### src/rtl/controlunit_pkg.sv
// Shared definitions for the multi-cycle control unit: FSM state encoding,
// instruction class codes and the EXEC counter width.
package controlunit_pkg;

  // FSM states of the control unit
  typedef enum logic [1:0] {
    IDLE   = 2'b00,
    DECODE = 2'b01,
    EXEC   = 2'b10,
    WB     = 2'b11
  } state_e;

  // Instruction class, taken directly from opcode[1:0]
  localparam logic [1:0] IMM     = 2'b00;
  localparam logic [1:0] REG     = 2'b01;
  localparam logic [1:0] ILLEGAL = 2'b10;
  localparam logic [1:0] NOWB    = 2'b11;

  // EXEC counter width; holds up to EXEC_CYCLES-1 = 14
  localparam int CNTW = 4;

endpackage : controlunit_pkg

### src/rtl/controlunit_opdecode.sv
// Combinational opcode-class decoder: maps opcode[1:0] to the class
// attributes used by the control unit.
module controlunit_opdecode
  import controlunit_pkg::*;
(
  input  logic [1:0] op_cls,
  output logic       immsel,
  output logic       writes,
  output logic       illegal
);

  // Class attribute lookup; only the two low opcode bits matter
  always_comb begin
    immsel  = 1'b0;
    writes  = 1'b0;
    illegal = 1'b0;
    case (op_cls)
      IMM: begin
        immsel = 1'b1;
        writes = 1'b1;
      end
      REG: begin
        writes = 1'b1;
      end
      NOWB: begin
        writes = 1'b0;
      end
      ILLEGAL: begin
        illegal = 1'b1;
      end
      default: begin
        illegal = 1'b1;
      end
    endcase
  end

endmodule : controlunit_opdecode

### src/rtl/controlunit_mc.sv
// Multi-cycle control unit: accepts one opcode at a time, walks it through
// DECODE / EXEC / WB and produces registered datapath control signals.
module controlunit_mc
  import controlunit_pkg::*;
#(
  parameter int OPW         = 2,
  parameter int SELW        = 2,
  parameter int EXEC_CYCLES = 1
) (
  input  logic            clk,
  input  logic            rst,
  input  logic            instr_valid,
  output logic            instr_ready,
  input  logic [OPW-1:0]  opcode,
  input  logic            stall,
  output logic [SELW-1:0] insel,
  output logic            immsel,
  output logic            regwrite,
  output logic            busy,
  output logic            done,
  output logic            illegal
);

  localparam logic [CNTW-1:0] CNT_LAST = CNTW'(EXEC_CYCLES - 1);

  state_e          state_q,    state_d;
  logic [CNTW-1:0] cnt_q,      cnt_d;
  logic [SELW-1:0] insel_q,    insel_d;
  logic            immsel_q,   immsel_d;
  logic            writes_q,   writes_d;
  logic            regwrite_q, regwrite_d;
  logic            busy_q,     busy_d;
  logic            done_q,     done_d;
  logic            illegal_q,  illegal_d;

  logic accept_s;
  logic dec_immsel_s;
  logic dec_writes_s;
  logic dec_illegal_s;

  controlunit_opdecode u_opdecode (
    .op_cls  (opcode[1:0]),
    .immsel  (dec_immsel_s),
    .writes  (dec_writes_s),
    .illegal (dec_illegal_s)
  );

  assign instr_ready = (state_q == IDLE);
  assign accept_s    = instr_valid & instr_ready;

  // Next-state, counter and next-output computation
  always_comb begin
    state_d   = state_q;
    cnt_d     = cnt_q;
    insel_d   = insel_q;
    immsel_d  = immsel_q;
    writes_d  = writes_q;
    illegal_d = 1'b0;
    case (state_q)
      IDLE: begin
        if (accept_s) begin
          state_d   = DECODE;
          cnt_d     = {CNTW{1'b0}};
          insel_d   = opcode[SELW-1:0];
          immsel_d  = dec_immsel_s;
          writes_d  = dec_writes_s;
          illegal_d = dec_illegal_s;
        end else begin
          state_d = IDLE;
        end
      end
      DECODE: begin
        // illegal_q is high exactly in the DECODE cycle of an illegal opcode
        if (illegal_q) begin
          state_d = IDLE;
        end else begin
          state_d = EXEC;
          cnt_d   = {CNTW{1'b0}};
        end
      end
      EXEC: begin
        if (stall) begin
          state_d = EXEC;
        end else if (cnt_q == CNT_LAST) begin
          state_d = WB;
          cnt_d   = {CNTW{1'b0}};
        end else begin
          cnt_d = cnt_q + {{(CNTW-1){1'b0}}, 1'b1};
        end
      end
      WB: begin
        state_d = IDLE;
      end
      default: begin
        state_d = IDLE;
        cnt_d   = {CNTW{1'b0}};
      end
    endcase
    // Outputs are registered, so derive them from the state being entered
    regwrite_d = (state_d == WB) & writes_d;
    done_d     = (state_d == WB);
    busy_d     = (state_d != IDLE);
  end

  // State, counter and output registers with synchronous reset priority
  always_ff @(posedge clk) begin
    if (rst) begin
      state_q    <= IDLE;
      cnt_q      <= {CNTW{1'b0}};
      insel_q    <= {SELW{1'b0}};
      immsel_q   <= 1'b0;
      writes_q   <= 1'b0;
      regwrite_q <= 1'b0;
      busy_q     <= 1'b0;
      done_q     <= 1'b0;
      illegal_q  <= 1'b0;
    end else begin
      state_q    <= state_d;
      cnt_q      <= cnt_d;
      insel_q    <= insel_d;
      immsel_q   <= immsel_d;
      writes_q   <= writes_d;
      regwrite_q <= regwrite_d;
      busy_q     <= busy_d;
      done_q     <= done_d;
      illegal_q  <= illegal_d;
    end
  end

  assign insel    = insel_q;
  assign immsel   = immsel_q;
  assign regwrite = regwrite_q;
  assign busy     = busy_q;
  assign done     = done_q;
  assign illegal  = illegal_q;

endmodule : controlunit_mc

### config.mk
export PLATFORM = sky130hd
export DESIGN_NAME = controlunit_mc
export DESIGN_NICKNAME = d
export VERILOG_FILES = /design/src/rtl/controlunit_pkg.sv /design/src/rtl/controlunit_opdecode.sv /design/src/rtl/controlunit_mc.sv
export SDC_FILE = /design/constraint.sdc
export NUM_CORES = 1
export LEC_CHECK = 0
export CAP_MARGIN = 40
export CORE_ASPECT_RATIO = 0.8
export CORE_MARGIN = 5
export CORE_UTILIZATION = 30
export CTS_BUF_LIST = sky130_fd_sc_hd__clkbuf_16
export CTS_CLUSTER_DIAMETER = 40
export CTS_CLUSTER_SIZE = 8
export DETAILED_ROUTE_END_ITERATION = 8
export GPL_TIMING_DRIVEN = 0
export SYNTH_ARGS = -nofsm -noshare
export SYNTH_HDL_FRONTEND = slang
export SYNTH_HIERARCHICAL = 1
export SYNTH_SLANG_ARGS = --single-unit
export TNS_END_PERCENT = 5
### constraint.sdc
create_clock -name clk -period 2.8 [get_ports clk]
set_input_delay 0.56 -clock clk [delete_from_list [all_inputs] [get_ports clk]]
set_output_delay 0.56 -clock clk [all_outputs]
set_load 0.05 [all_outputs]
Yosys cells after proc, flatten, opt, wreduce, memory -nomap -nowiden
Cells that the tools add are included.
{"block": "totals", "regBits": 14, "in_bits": 6, "out_inout_bits": 8, "wordCells": 47}
{"block": "classes", "n_addsub": 1, "eq_ne": 9, "n_mux": 15, "bitwise": 4, "reduce_logical": 9}
{"cell": "$mux 4", "count": 4}
{"cell": "$pmux 4 s3", "count": 1}
{"cell": "$eq 2x2->1 const B", "count": 4}
{"cell": "$pmux 2 s4", "count": 1}
{"cell": "$mux 1", "count": 6}
{"cell": "$mux 2", "count": 3}
{"cell": "$add 4x1->4 const B", "count": 1}
{"cell": "$eq 2x1->1 const B", "count": 2}
{"cell": "$logic_not 2->1", "count": 2}
{"cell": "$logic_not 4->1", "count": 1}
{"cell": "$ne 2x2->1 const B", "count": 2}
{"cell": "$reduce_and 4->1", "count": 1}
{"cell": "$reduce_bool 3->1", "count": 1}
{"cell": "$reduce_or 3->1", "count": 1}
{"cell": "$and 1x1->1", "count": 2}
{"cell": "$ne 2x1->1 const B", "count": 1}
{"cell": "$not 1->1", "count": 2}
{"cell": "$reduce_and 2->1", "count": 1}
{"cell": "$reduce_bool 2->1", "count": 1}
{"cell": "$reduce_or 2->1", "count": 1}

Depth between registers and ports, before layout
{"block": "depth", "word_depth": 6, "mapped_depth": 5, "mapped_depth_nobuf": 5}

Cells and area by module
The synthesis kept the hierarchy.
{"mod": "controlunit_mc", "instances": 1, "cells_each": 65, "area_each_um2": 638.1, "seq_area_each_um2": 280.3}
{"mod": "controlunit_opdecode", "instances": 1, "cells_each": 3, "area_each_um2": 16.3, "seq_area_each_um2": 0.0}

Worst setup path before layout
OpenSTA, ideal clock, no wires.
{"block": "synth_path", "path_type": "register to output", "from": "register state_q[1]", "to": "output port instr_ready", "arrival_time_ps": 1145, "t_required_ps": 2240, "slack_ps": 1095, "path_stages_with_launch": 3, "path_buffers": 1, "path_cell_list": "dfxtp_1 -> buf_2 -> nor2_1"}
{"block": "synth_between", "elab_chain_cells": 1}
{"item": "start, declared", "line_no": "controlunit_mc.sv:26", "source": "state_e state_q, state_d;"}
{"item": "start signal, assigned", "line_no": "controlunit_mc.sv:118", "source": "state_q <= state_d;"}
{"item": "$logic_not 2->1", "line_no": "controlunit_mc.sv:48", "source": "assign instr_ready = (state_q == IDLE);"}
{"item": "end, declared", "line_no": "controlunit_mc.sv:13", "source": "output logic instr_ready,"}
Every way passes these cells.

Worst setup path after layout
Same ends and word-level chain as after synthesis.

==> metrics <==
CTS sink count 14; Yosys top cell by area dfxtp_1; Starting Density 30.86%; Overall Power 0.5809 mW; placed cell area 815.8 um2; crit path launch type flip-flop; outcome complete, no violations; Avg WL per Cell 12.46 um; Area contributors post-synth dfxtp_1, mux2i_1, nor2_1; Net Sw Frac 24.64%; design area 894.6 um2; diode count 0; Std-Cell Rows 15; CP arrival 1690 ps; Main synth FF type dfxtp_1; GR Util All Layers 9.785%; Worst Hold Class flip-flop to flip-flop; share of the synthesized area in the top cell type 42.83%; DR iter-0 viols 14; synthesized netlist cell count 68; synth unique cells 31; fraction of registers with async set/reset 0%; Least-Margin Pin Slew 499.6 ps; final period utilization 80.46%; Via Count 536; PwrDens 649.4 nW/um2; area grow syn2layout 36.71%; RR Startpoint cnt_q[0]; # hold bufs at CTS 0; Slew Limit Fails 0; switching power 0.1431 mW; Worst Hold End insel[1]; final setup TNS 0 ps; worst vdd ir 445.2 uV; most common cell in the netlist dfxtp_1; vias in the first global route 546; EDFF count, synth 0; Pint 0.4378 mW; P_leak 0.3383 nW; share of cells above drive strength 1 11.76%; CTS root buffer clkbuf_16; number of max-cap violations 0; combinational power share 18.0%; RD Place Congestion 0.8107; insertion delay to the later sink of the worst-skew pair 240 ps; clock share of power 45.3%; remaining global-route overflow 0; Vert. Die Dim 51.78 um; Crit. End Element output port; Residual DRC 0; worst min-delay path startpoint insel[1]; Rel. slew slack 66.59%; die area 3221 um2; worst hold stages 2; pin count of the biggest net entering global routing 11; Worst Clk Skew 3.428 ps; setup ws final 547.3 ps; # port buffers 13; Required @ worst endpoint 2240 ps; Routed WL 1.371 mm; Finished Layout Cells 110; Clock Pin Slew Worst Setup and Hold Paths 50 ps; DP HPWL 1.032 mm; Crit Path Max Fanout 10; core footprint 2121 um2; CTS Buf Count 3; PostCTS Resize Cnt 0; Post-layout nets 94; minimum clock period after layout 2253 ps; chip width 62.22 um; clock buffer depth 2; setup violators final 0; drt pass-1 iters 4; WS Path Type flip-flop to output port; DR vias/cell 4.873; CTS tree yes; #FFs+latches synth 14; postcts setup bufs 0; placed cell count 106; syn nets 76; Reg2Reg Depth 5; global-route wire length before repair 2.442 mm; initial antenna violation count 0; Core Util, Final 42.18%; syn_area_per_cell 9.623 um2; register area share after synthesis 42.83%; internal reg-to-reg setup slack 1310 ps; cell area after synthesis 654.4 um2; most frequent cells after synthesis dfxtp_1, nor2_1, inv_1; ANT nets after route 0; Final Hold Fails 0; I/O pin cnt 14; Synth Warn # 6; worst slack, placed 694.6 ps; reg-to-reg endpoint cnt_q[2]; Max Freq 443.9 MHz; RSZ-0062 raised after global routing no; H-tree levels 1; share of total power in sequential cells 36.7%; Final Hold Slack 493.9 ps
cells in the final DEF (no fill, tap or decap), types with 2 or more instances in the layout:
cell type | Yosys | routed
dfxtp_1 | 14 | 14
clkdlybuf4s50_1 | 0 | 13
nor2_1 | 10 | 10
inv_1 | 5 | 5
a31oi_1 | 4 | 4
mux2i_1 | 4 | 4
nand3_1 | 3 | 3
clkbuf_16 | 0 | 3
a21oi_1 | 2 | 2
nor3b_1 | 2 | 2
ha_1 | 2 | 2
cell type report:
class / instances / area (um2)
Tap cell: 25 / 31.28
Sequential cell: 14 / 280.3
Multi-Input combinational cell: 46 / 335.3
Buffer: 3 / 20.02
Fill cell: 216 / 1226
Clock buffer: 3 / 75.07
Inverter: 5 / 18.77
Clock inverter: 1 / 3.754
Timing Repair Buffer: 13 / 130.1
metal layers:
metal	up-vias	global-route usage (%)	share of wire, %
met1	246	11.97	52
met3	0	4.752	5.0
met2	12	15.00	43
li1	278	-	-
met4	0	3.249	0
met5	-	0	0
how the worst max path moves through the flow:
stage | startpoint | endpoint | slack [ps] | cells past startpoint
finish | state_q[1] | instr_ready | 550 | 3
global route | state_q[1] | instr_ready | 490 | 3
CTS | state_q[1] | instr_ready | 530 | 3
detailed placement | rst | cnt_q[3] | 690 | 4
global placement | rst | cnt_q[3] | 720 | 4
floorplan | state_q[1] | instr_ready | 1100 | 2
critical path, cell delays in order (launching register included):
cell	delay, ps
dfxtp_1	310
buf_2	180
nor2_1	150
clkdlybuf4s50_1	820
flip-flops by register name, summed over array words and instances (netlist names):
signal,count
regwrite,1
done,1
illegal,1
state_q,2
cnt_q,4
writes_q,1
busy,1
immsel,1
insel,2
power groups by stage:
| stage | registers, mW | logic, mW | clock network [mW] |
|---|---|---|---|
| final | 0.213 | 0.105 | 0.263 |
| after global routing | 0.214 | 0.112 | 0.282 |
| after CTS | 0.213 | 0.105 | 0.269 |
| after detailed placement | 0.217 | 0.104 | 0 |
| after global placement | 0.216 | 0.104 | 0 |
| after floorplan | 0.236 | 0.0506 | 0 |
logic make-up after synthesis:
| group | after synthesis | share of synthesized area, % |
|---|---|---|
| buf+inv | 8 | 5.926 |
| compound gates | 11 | 11.47 |
| flops | 14 | 42.83 |
| simple gates | 29 | 29.83 |
| fa+ha+maj | 2 | 3.823 |
| mux | 4 | 6.119 |
(Power assumes the default switching activity.)
